==> src/rtl/fetch_stage.sv <==
// fetch_stage: RISC-V instruction fetch. Holds the PC, keeps at most one
// instruction-memory request in flight, and hands the fetched word plus its
// PC to decode through an output register backed by a one-entry skid buffer.
module fetch_stage #(
    parameter logic [31:0] RESET_PC  = 32'h0000_0000,
    parameter logic [31:0] NOP_INSTR = 32'h0000_0013
) (
    input  logic        clk,
    input  logic        rst,
    output logic [31:0] imem_addr,
    output logic        imem_req,
    input  logic [31:0] imem_rdata,
    input  logic        imem_valid,
    input  logic        pc_src,
    input  logic [31:0] pc_target,
    input  logic        stall,
    output logic [31:0] instr,
    output logic [6:0]  opcode,
    output logic [31:0] instr_pc,
    output logic [31:0] instr_pc4,
    output logic        instr_valid
);

    // IDLE: nothing in flight; WAIT: a request is in flight and its data is
    // wanted; DROP: a request is in flight but a redirect made it stale.
    typedef enum logic [1:0] {
        IDLE = 2'd0,
        WAIT = 2'd1,
        DROP = 2'd2
    } state_t;

    state_t      state_reg, state_next;
    logic [31:0] pc_reg, pc_next;
    logic [31:0] req_pc_reg, req_pc_next;
    logic [31:0] instr_reg, instr_next;
    logic [31:0] instr_pc_reg, instr_pc_next;
    logic        instr_valid_reg, instr_valid_next;
    logic [31:0] buf_instr_reg, buf_instr_next;
    logic [31:0] buf_pc_reg, buf_pc_next;
    logic        buf_valid_reg, buf_valid_next;

    logic        req_fire;
    logic        slot_free;
    logic        resp_live;
    logic        resp_to_out;
    logic        resp_to_buf;
    logic [31:0] target_aligned;

    // The low two bits of the redirect address carry no meaning for a
    // word-aligned fetch, so they are masked off rather than sliced away.
    assign target_aligned = pc_target & 32'hFFFF_FFFC;

    // The output slot can take a new word if it is empty or decode is
    // consuming the current one this cycle.
    assign slot_free   = !instr_valid_reg || !stall;

    // A response is only useful in WAIT and only if no redirect kills it.
    assign resp_live   = (state_reg == WAIT) && imem_valid && !pc_src;
    assign resp_to_out = resp_live && slot_free;
    assign resp_to_buf = resp_live && !slot_free;

    // Next-state logic and request generation for the fetch FSM.
    always_comb begin
        state_next = state_reg;
        req_fire   = 1'b0;
        unique case (state_reg)
            IDLE: begin
                // A full skid buffer blocks fetch so that a response and a
                // buffer drain never compete for the output register.
                req_fire = !buf_valid_reg && !pc_src;
                if (req_fire) begin
                    state_next = WAIT;
                end
            end
            WAIT: begin
                if (pc_src) begin
                    // Redirect: if the response is here now it is simply
                    // discarded, otherwise remember to discard it later.
                    state_next = imem_valid ? IDLE : DROP;
                end else if (imem_valid) begin
                    if (slot_free) begin
                        // Back-to-back fetch keeps one instruction per
                        // response with a single-cycle memory.
                        req_fire   = 1'b1;
                        state_next = WAIT;
                    end else begin
                        state_next = IDLE;
                    end
                end
            end
            DROP: begin
                // The stale response retires the outstanding request. A
                // redirect arriving in the same cycle only moves the PC, so
                // leaving DROP here cannot orphan a response.
                if (imem_valid) begin
                    state_next = IDLE;
                end
            end
            default: begin
                state_next = IDLE;
            end
        endcase
    end

    // Request strobe is suppressed while reset is held.
    assign imem_req  = req_fire && !rst;
    assign imem_addr = pc_reg & 32'hFFFF_FFFC;

    // PC and request-tag update: redirect wins, otherwise advance on issue.
    always_comb begin
        pc_next     = pc_reg;
        req_pc_next = req_pc_reg;
        if (pc_src) begin
            pc_next = target_aligned;
        end else if (req_fire) begin
            req_pc_next = pc_reg;
            pc_next     = pc_reg + 32'd4;
        end
    end

    // Output register and skid buffer update.
    always_comb begin
        instr_next       = instr_reg;
        instr_pc_next    = instr_pc_reg;
        instr_valid_next = instr_valid_reg;
        buf_instr_next   = buf_instr_reg;
        buf_pc_next      = buf_pc_reg;
        buf_valid_next   = buf_valid_reg;
        if (pc_src) begin
            // Redirect flushes everything, even while decode is stalled.
            instr_next       = NOP_INSTR;
            instr_valid_next = 1'b0;
            buf_valid_next   = 1'b0;
        end else begin
            if (resp_to_buf) begin
                buf_instr_next = imem_rdata;
                buf_pc_next    = req_pc_reg;
                buf_valid_next = 1'b1;
            end
            if (!stall && buf_valid_reg) begin
                instr_next       = buf_instr_reg;
                instr_pc_next    = buf_pc_reg;
                instr_valid_next = 1'b1;
                buf_valid_next   = 1'b0;
            end else if (resp_to_out) begin
                instr_next       = imem_rdata;
                instr_pc_next    = req_pc_reg;
                instr_valid_next = 1'b1;
            end else if (!stall) begin
                instr_next       = NOP_INSTR;
                instr_valid_next = 1'b0;
            end
        end
    end

    // State register with asynchronous reset.
    always_ff @(posedge clk or posedge rst) begin
        if (rst) begin
            state_reg       <= IDLE;
            pc_reg          <= RESET_PC;
            req_pc_reg      <= 32'd0;
            instr_reg       <= NOP_INSTR;
            instr_pc_reg    <= 32'd0;
            instr_valid_reg <= 1'b0;
            buf_instr_reg   <= 32'd0;
            buf_pc_reg      <= 32'd0;
            buf_valid_reg   <= 1'b0;
        end else begin
            state_reg       <= state_next;
            pc_reg          <= pc_next;
            req_pc_reg      <= req_pc_next;
            instr_reg       <= instr_next;
            instr_pc_reg    <= instr_pc_next;
            instr_valid_reg <= instr_valid_next;
            buf_instr_reg   <= buf_instr_next;
            buf_pc_reg      <= buf_pc_next;
            buf_valid_reg   <= buf_valid_next;
        end
    end

    assign instr       = instr_reg;
    assign opcode      = instr_reg[6:0];
    assign instr_pc    = instr_pc_reg;
    assign instr_pc4   = instr_pc_reg + 32'd4;
    assign instr_valid = instr_valid_reg;

endmodule

==> config.mk <==
export PLATFORM = sky130hd
export DESIGN_NAME = fetch_stage
export DESIGN_NICKNAME = d
export VERILOG_FILES = /design/src/rtl/fetch_stage.sv
export SDC_FILE = /design/constraint.sdc
export NUM_CORES = 1
export LEC_CHECK = 0
export CAP_MARGIN = 20
export CORE_ASPECT_RATIO = 1.75
export CORE_UTILIZATION = 54
export DETAILED_ROUTE_END_ITERATION = 16
export PLACE_DENSITY = 0.83
export SLEW_MARGIN = 10
export SYNTH_ARGS = -nofsm -noshare
export SYNTH_HDL_FRONTEND = slang
export SYNTH_SLANG_ARGS = --single-unit
==> constraint.sdc <==
create_clock -name clk -period 10.44 [get_ports clk]
set_clock_uncertainty 0.2 [all_clocks]
set_input_delay 2.088 -clock clk [delete_from_list [all_inputs] [get_ports clk]]
set_output_delay 2.088 -clock clk [all_outputs]
set_load 0.03 [all_outputs]
==> results_dict.tcl, run 1 <==
set metrics [dict create \
    outcome "finished, final reports clean" \
    worst_slew_pin_slew_ns 1.13 \
    period_share_pct 62.8 \
    root_buffer "clkbuf_16" \
    fin_nets 1086 \
    synth_top_area_share_pct 52.3 \
    power_per_cell_area_nw_per_um2 231 \
    grt_start_max_net_pins 115 \
    post-place-cells 1184 \
    slew_viol_final 0 \
    rows 61 \
    die_w_um 98.8 \
    p_int_mw 1.61 \
    globalplace.congestion 0.823 \
    post_cts_buffers 0 \
    pwr-share-clk_pct 23.8 \
    fill_cells 1198 \
    setup_tns_ns 0 \
    ir_drop_mv 0.102 \
    synth-async-reset-ratio_pct 100 \
    overflow 0 \
    hold_viol 0 \
    drt_wl_total_um 21000 \
    grt_pass1_wl_um 34600 \
    power_leakage_nw 5.44 \
    synthFlopType "dfrtp_1" \
    syn_to_final_growth_pct 29.3 \
    numClockSinks 188 \
    yosysWarnings 0 \
    crit_required_ns 8.15 \
    cts_buffers 17 \
    layout-drive-gt1-share_pct 11.7 \
    die_y_um 171 \
    comb_power_share_pct 35.1 \
    antenna_found_initial 0 \
    cp.arrival_ns 4.27 \
    cp-end-kind "primary output" \
    switchingPower_mw 1.04 \
    h-tree-depth 4 \
    setup_viol 0 \
    yosysSeqAreaShare_pct 53.2 \
    synth_area_per_cell_sq_um 10.4 \
    drc 0 \
    synth_commonest_cells "nand2_1, dfrtp_1, o21ai_0, mux2_2, mux2i_1" \
    io_pins 206 \
    worst-setup-path-type "input pin to primary output" \
    min_path_type "flip-flop to flip-flop" \
    post-dp-hpwl_um 14100 \
    drt-initial-drc-count 281 \
    slew-limit-headroom_pct 24.7 \
    ys_ff_latch 188 \
    p_sw_share_pct 39.2 \
    layout_min_cycle_time_ns 6.55 \
    start_util_pct 55.5 \
    drv_cap 0 \
    syn_area_sq_um 8850 \
    postRouteAntennaNets 0 \
    ctsHoldBuffers 0 \
    grt_pass1_vias 6826 \
    ctsLongestPathBuffers 2 \
    antenna_cells 0 \
    synth_area_leaders "dfrtp_1, nand2_1, mux2_2" \
    cts_resized 0 \
    crit_fanout 45 \
    routedWlPerCell_um 17.3 \
    design.die.area_sq_um 16900 \
    clk_pin_slew_ns 0.07 \
    synth_cell_types 48 \
    worst_skew_pair.late_latency_ns 0.43 \
    rsz0062_at_grt "false" \
    max_freq_ghz 0.153 \
    core_area_sq_um 16000 \
    stdcell_count 1217 \
    grt_util_all_layers_pct 26.1 \
    cts_tree "yes" \
    synth_top_cell_by_area "dfrtp_1" \
    crit_path_start_kind "input pin" \
    syn_inst 847 \
    drt-pass1-iter-count 5 \
    route.vias.total 6833 \
    synth_most_common_cell "nand2_1" \
    synth_edf_count 0 \
    numPortBuffers 197 \
    seqPwrFrac_pct 41.1 \
    vias_per_cell 5.61 \
]
-- path summary, 6_finish.rpt --
check | from | end | slack [ns] | cells past startpoint
min reg2reg | instr[17] | instr[17] | 0.28 | 2
max in group asynchronous | rst | buf_pc_reg[15] | 6.52 | 3
max reg2reg | buf_valid_reg | instr[26] | 7.31 | 5
min | instr[17] | instr[17] | 0.28 | 2
min in group asynchronous | rst | instr_pc[25] | 2.04 | 2
max | pc_src | imem_req | 3.89 | 6
-- power groups by stage --
stage                     Clock [mW]  Sequential, mW  Combinational, mW
after floorplan                    0            1.20              0.418
after global placement             0            1.08              0.913
after detailed placement           0            1.09              0.932
after CTS                      0.640            1.08              0.937
after global routing           0.669            1.11              0.994
final                          0.629            1.09              0.928
-- logic make-up (layout without fill, tap and decap cells) --
group           after synthesis  count (layout)  synth area share, %
simple gates                296             296                 15.1
xor+xnor                     38              38                 3.76
fa+ha+maj                     2               2                0.283
compound gates              127             127                 8.67
other cells                   1               6               0.0424
mux                         126             126                 15.1
flops                       188             188                 53.2
buf+inv                      69             245                 3.83
-- per-layer routing --
layer	part of all wire [%]	vias to the layer above	GRT usage, %
li1	-	3283	-
met4	3.2	0	12.8
met3	3.5	38	2.93
met5	0	-	0
met2	53	212	46.4
met1	40	3300	31.5
-- stage by stage --
step	total power [mW]	utilization [%]	area, sq um	hold WS, ns	setup WS [ns]
finish	2.64	71.7	11400	0.279	3.89
global route	2.78	71.7	11400	0.296	3.83
CTS	2.66	71.7	11400	0.285	3.88
detailed placement	2.03	68.0	10900	0.270	3.88
global placement	1.99	68.0	10900	0.260	3.89
floorplan	1.61	-	8870	0.255	3.04
-- layout make-up --
class,instances,area [sq um],share of cell area (%)
clock buffer,18,429,3.75
multi-input combinational,595,3840,33.6
inverter,7,33.8,0.295
tap,189,236,2.07
timing repair buffer,206,2040,17.8
clock inverter,14,148,1.29
sequential,188,4710,41.2
-- layout by cell type (no fill, tap or decap), types with 9 or more instances in the layout --
cell type,n
o311ai_0,9
mux2_2,63
nor2_1,17
mux2i_1,63
xnor2_1,30
nand4_1,17
clkdlybuf4s50_1,197
nand3_1,25
dfrtp_1,185
clkbuf_16,17
nand2_1,197
o21ai_0,80
-- worst max-delay path, cell delays in order --
cell,delay (ns)
clkdlybuf4s50_1,0.55
buf_4,0.43
and4bb_2,0.32
a21boi_4,0.21
nor2_1,0.06
clkdlybuf4s50_1,0.59
(Power assumes the default switching activity.)
==> run 2: changes to the inputs <==
--- a/config.mk
+++ b/config.mk
@@ -7,9 +7,9 @@
 export LEC_CHECK = 0
 export CAP_MARGIN = 20
 export CORE_ASPECT_RATIO = 1.75
-export CORE_UTILIZATION = 54
+export CORE_UTILIZATION = 46
 export DETAILED_ROUTE_END_ITERATION = 16
-export PLACE_DENSITY = 0.83
+export PLACE_DENSITY = 0.75
 export SLEW_MARGIN = 10
 export SYNTH_ARGS = -nofsm -noshare
 export SYNTH_HDL_FRONTEND = slang
==> constraint.sdc (replaced) <==
create_clock -name clk -period 5.4 [get_ports clk]
set_clock_uncertainty 0.2 [all_clocks]
set_input_delay 1.08 -clock clk [delete_from_list [all_inputs] [get_ports clk]]
set_output_delay 1.08 -clock clk [all_outputs]
set_load 0.03 [all_outputs]
==> results_dict.tcl, run 2 (synthesized netlist as in run 1, its figures left out) <==
set metrics [dict create \
    outcome "finished, final reports clean" \
    cts_tree "yes" \
    postLayoutCellArea_sq_um 11500 \
    grt_start_max_net_pins 140 \
    power_leakage_nw 5.44 \
    start_util_pct 47.2 \
    holdWs_ns 0.279 \
    crit_path_frequent_cell "clkdlybuf4s50_1" \
    globalplace.congestion 0.804 \
    rsz0062_at_grt "false" \
    post-dp-hpwl_um 14600 \
    numPortBuffers 197 \
    setup_tns_ns 0 \
    design.die.area_sq_um 19800 \
    worstPathCellList "clkdlybuf4s50_1, or4_1, a21boi_4, nor2_1, clkdlybuf4s50_1" \
    cts_buffers 17 \
    place_ws_ns 0.986 \
    drc 0 \
    max_stage_delay_ns 0.67 \
    cts_resized 0 \
    route.vias.total 6772 \
    ctsLongestPathBuffers 2 \
    slew_viol_final 0 \
    rows 66 \
    max_freq_ghz 0.227 \
    numClockSinks 188 \
    die_y_um 185 \
    setup_ws_ns 0.988 \
    grt_pass1_vias 6715 \
    overflow 0 \
    antenna_found_initial 0 \
    worst_skew_pair.late_latency_ns 0.44 \
    ctsHoldBuffers 0 \
    fill_cells 1603 \
    met1Wirelength_um 8620 \
    cp-end-kind "primary output" \
    topRoutingLayerUsed "met4" \
    root_buffer "clkbuf_16" \
    routedWlPerCell_um 16.9 \
    cp.arrival_ns 3.13 \
    antenna_cells 0 \
    post_cts_buffers 0 \
    grt_util_all_layers_pct 22.7 \
    multiInputGateArea_sq_um 3840 \
    io_pins 206 \
    worst_slew_pin_slew_ns 1.12 \
    dpl_cell_area_sq_um 10900 \
    setup_viol 0 \
    wl_met2_um 11600 \
    layout_min_cycle_time_ns 4.41 \
    ir_drop_mv 0.206 \
    core_area_sq_um 18700 \
    drt-initial-drc-count 281 \
    postRouteAntennaNets 0 \
    vias_per_cell 5.34 \
    mostFrequentLayoutCells "nand2_1, clkdlybuf4s50_1, dfrtp_1, o21ai_0" \
    drt-pass1-iter-count 7 \
    regArea_sq_um 4710 \
    power_per_cell_area_nw_per_um2 442 \
    crit_required_ns 4.12 \
    min_path_type "flip-flop to flip-flop" \
    worst-setup-path-type "input pin to primary output" \
    dr_wl_met3_um 669 \
    die_w_um 107 \
    critPathSlowestCell "clkdlybuf4s50_1" \
    layout-drive-gt1-share_pct 11.9 \
    syn_to_final_growth_pct 30.0 \
    hold_viol 0 \
    h-tree-depth 4 \
    final_core_util_pct 61.4 \
    slew-limit-headroom_pct 25.4 \
    clk_pin_slew_ns 0.07 \
    grt_pass1_wl_um 34800 \
    drv_cap 0 \
    crit_fanout 5 \
    period_share_pct 81.7 \
    fin_nets 1088 \
    crit_path_start_kind "input pin" \
    drt_wl_total_um 21400 \
]
-- run 2: cell count changes in the layout (fill, tap and decap cells not counted) --
cell,previous run,this run
buf_4,8,10
clkinv_8,2,0
inv_8,6,4
buf_12,0,1
clkbuf_1,1,0
clkbuf_4,1,0
clkbuf_8,0,1
clkinv_4,2,3
clkinvlp_4,2,3
inv_6,3,4
-- run 2: per-stage QoR --
step	power, mW	cells
2_1_floorplan	3.12	852
3_3_place_gp	3.88	1236
3_5_place_dp	3.92	1236
4_1_cts	5.14	1267
5_1_grt	5.36	1267
6_report	5.09	1267
-- run 2: final timing paths --
| kind | from | to | slack [ns] | depth (start not counted) |
|---|---|---|---|---|
| max in group asynchronous | rst | buf_instr_reg[10] | 3.31 | 3 |
| min reg2reg | instr[12] | instr[12] | 0.28 | 2 |
| min | instr[12] | instr[12] | 0.28 | 2 |
| max reg2reg | pc_reg[2] | pc_reg[22] | 2.78 | 6 |
| max | pc_src | imem_req | 0.99 | 5 |
| min in group asynchronous | rst | req_pc_reg[25] | 0.74 | 2 |
-- run 2: worst max-delay path: cells and delay by family --
kind	cells	cell delay [ns]
buffers and inverters	2	1.18
and+or+nand+nor	2	0.68
AOI/OAI and AO/OA	1	0.18
-- run 2: report_power, final --
part,switching (mW),internal [mW],total (mW)
Combinational,1.02,0.768,1.79
Sequential,0.365,1.73,2.09
Clock,0.587,0.620,1.21
-- run 2: layout make-up --
| class | instances | share of cell area [%] |
|---|---|---|
| Clock buffer | 18 | 3.82 |
| Clock inverter | 13 | 1.05 |
| Inverter | 7 | 0.261 |
| Multi-Input combinational cell | 595 | 33.4 |
| Sequential cell | 188 | 40.9 |
| Tap cell | 238 | 2.59 |
| Timing Repair Buffer | 208 | 18.0 |
-- run 2: metal layers --
layer,vias up,track usage (%)
li1,3272,-
met1,3306,27.2
met2,167,40.5
met3,27,3.36
met4,0,8.82
met5,-,0
==> run 3: changes to the inputs <==
--- a/config.mk
+++ b/config.mk
@@ -7,9 +7,9 @@
 export LEC_CHECK = 0
 export CAP_MARGIN = 20
 export CORE_ASPECT_RATIO = 1.75
-export CORE_UTILIZATION = 46
+export CORE_UTILIZATION = 50
 export DETAILED_ROUTE_END_ITERATION = 16
-export PLACE_DENSITY = 0.75
+export PLACE_DENSITY = 0.78
 export SLEW_MARGIN = 10
 export SYNTH_ARGS = -nofsm -noshare
 export SYNTH_HDL_FRONTEND = slang
==> constraint.sdc (replaced) <==
create_clock -name clk -period 4.4 [get_ports clk]
set_clock_uncertainty 0.2 [all_clocks]
set_input_delay 0.88 -clock clk [delete_from_list [all_inputs] [get_ports clk]]
set_output_delay 0.88 -clock clk [all_outputs]
set_load 0.03 [all_outputs]
==> results_dict.tcl, run 3 (synthesized netlist as in run 1, its figures left out) <==
set metrics [dict create \
    route.vias.total 6774 \
    h-tree-depth 4 \
    clk_pin_slew_ns 0.07 \
    slew_viol_final 0 \
    r2r-end "pc_reg[26]" \
    worst_slew_pin_slew_ns 1.12 \
    r2r.worst_path.cells 5 \
    vias_per_cell 5.36 \
    period_share_pct 93.8 \
    hold_path_depth 2 \
    max_stage_delay_ns 0.69 \
    postRouteAntennaNets 0 \
    critPathSlowestCell "clkdlybuf4s50_1" \
    root_buffer "clkbuf_16" \
    grt_pass1_wl_um 33900 \
    die_y_um 178 \
    crit_required_ns 3.32 \
    layout_min_cycle_time_ns 4.13 \
    die_w_um 103 \
    grt_pass1_vias 6782 \
    globalplace.congestion 0.821 \
    core_area_sq_um 17400 \
    crit_path_frequent_cell "nor2_1" \
    outcome "finished, final reports clean" \
    ctsHoldBuffers 0 \
    antenna_found_initial 0 \
    cts_tree "yes" \
    place_ws_ns 0.407 \
    routedWlPerCell_um 16.4 \
    min_path_type "flip-flop to flip-flop" \
    design.die.area_sq_um 18300 \
    drt-initial-drc-count 314 \
    worst-setup-path-type "flip-flop to primary output" \
    power_leakage_nw 5.50 \
    setup_ws_ns 0.274 \
    power_per_cell_area_nw_per_um2 549 \
    setup_tns_ns 0 \
    postLayoutCellArea_sq_um 11600 \
    antenna_cells 0 \
    cts_resized 0 \
    cts_buffers 17 \
    hold_viol 0 \
    overflow 0 \
    mostFrequentLayoutCells "nand2_1, clkdlybuf4s50_1, dfrtp_1, o21ai_0" \
    post-dp-hpwl_um 14400 \
    fin_nets 1091 \
    drt_wl_total_um 20700 \
    cp-end-kind "primary output" \
    ir_drop_mv 0.272 \
    rows 64 \
    rsz0062_at_grt "false" \
    holdWs_ns 0.279 \
    dpl_cell_area_sq_um 11000 \
    crit_fanout 7 \
    reg2reg_from "buf_valid_reg" \
    start_util_pct 50.9 \
    grt_start_max_net_pins 189 \
    crit_path_start_kind "flip-flop" \
    drv_cap 0 \
    post_cts_buffers 0 \
    worstPathCellList "ha_1, nand3_1, nor2_1, nand4_1, nor2_1, xor2_1, clkdlybuf4s50_1" \
    cp.arrival_ns 3.05 \
    drc 0 \
    layout-drive-gt1-share_pct 12.1 \
    total_power_mw 6.37 \
    setup_viol 0 \
    numPortBuffers 197 \
    io_pins 206 \
    numClockSinks 188 \
    grt_util_all_layers_pct 24.0 \
    drt-pass1-iter-count 4 \
    ff2ff_setup_slack_ns 1.83 \
    ctsLongestPathBuffers 2 \
    max_freq_ghz 0.242 \
    syn_to_final_growth_pct 31.3 \
    slew-limit-headroom_pct 25.4 \
    hold_path_end "instr[12]" \
    worst_skew_pair.late_latency_ns 0.42 \
    hold_start "instr[12]" \
]
-- run 3: layout make-up --
type | count | area, sq um
Multi-Input combinational cell | 595 | 3840
Clock buffer | 19 | 443
Sequential cell | 188 | 4710
Timing Repair Buffer | 211 | 2130
Tap cell | 231 | 289
Fill cell | 1366 | 5760
Clock inverter | 13 | 176
Inverter | 7 | 30.0
-- run 3: per-layer routing --
metal	part of all wire [%]	global-route usage [%]	wire length, um
met1	40	28.7	8250
met2	53	42.5	11000
met3	3.7	3.02	761
met4	3.2	10.1	656
met5	0	0	0
-- run 3: worst max-delay path by stage --
stage	slack, ns	start	endpoint	cells after the start
after floorplan	0.83	pc_src	imem_req	6
after global placement	0.42	pc_src	imem_req	5
after detailed placement	0.41	pc_src	imem_req	5
after CTS	0.22	instr_pc[2]	instr_pc4[26]	7
after global routing	0.07	instr_pc[2]	instr_pc4[28]	7
final	0.27	instr_pc[2]	instr_pc4[26]	7
-- run 3: power breakdown --
part / leakage [nW] / switching [mW] / internal, mW / total [mW]
registers: 2.47 / 0.451 / 2.12 / 2.57
logic: 2.73 / 1.25 / 0.947 / 2.20
clock network: 0.299 / 0.674 / 0.927 / 1.60
total: 5.50 / 2.38 / 3.99 / 6.37
-- run 3: critical path, delay by kind of cell (launching register included) --
family,cells,cell delay [ns]
xor gates and xnor gates,1,0.17
DFF,1,0.47
adders and majority gates,1,0.22
and+or+nand+nor,4,1.08
buffers and inverters,1,0.69
-- run 3: metrics by stage --
stage	instances	utilization [%]
after CTS	1264	66.9
after global routing	1264	66.9
after global placement	1232	63.3
after floorplan	852	-
after detailed placement	1232	63.3
final	1264	66.9
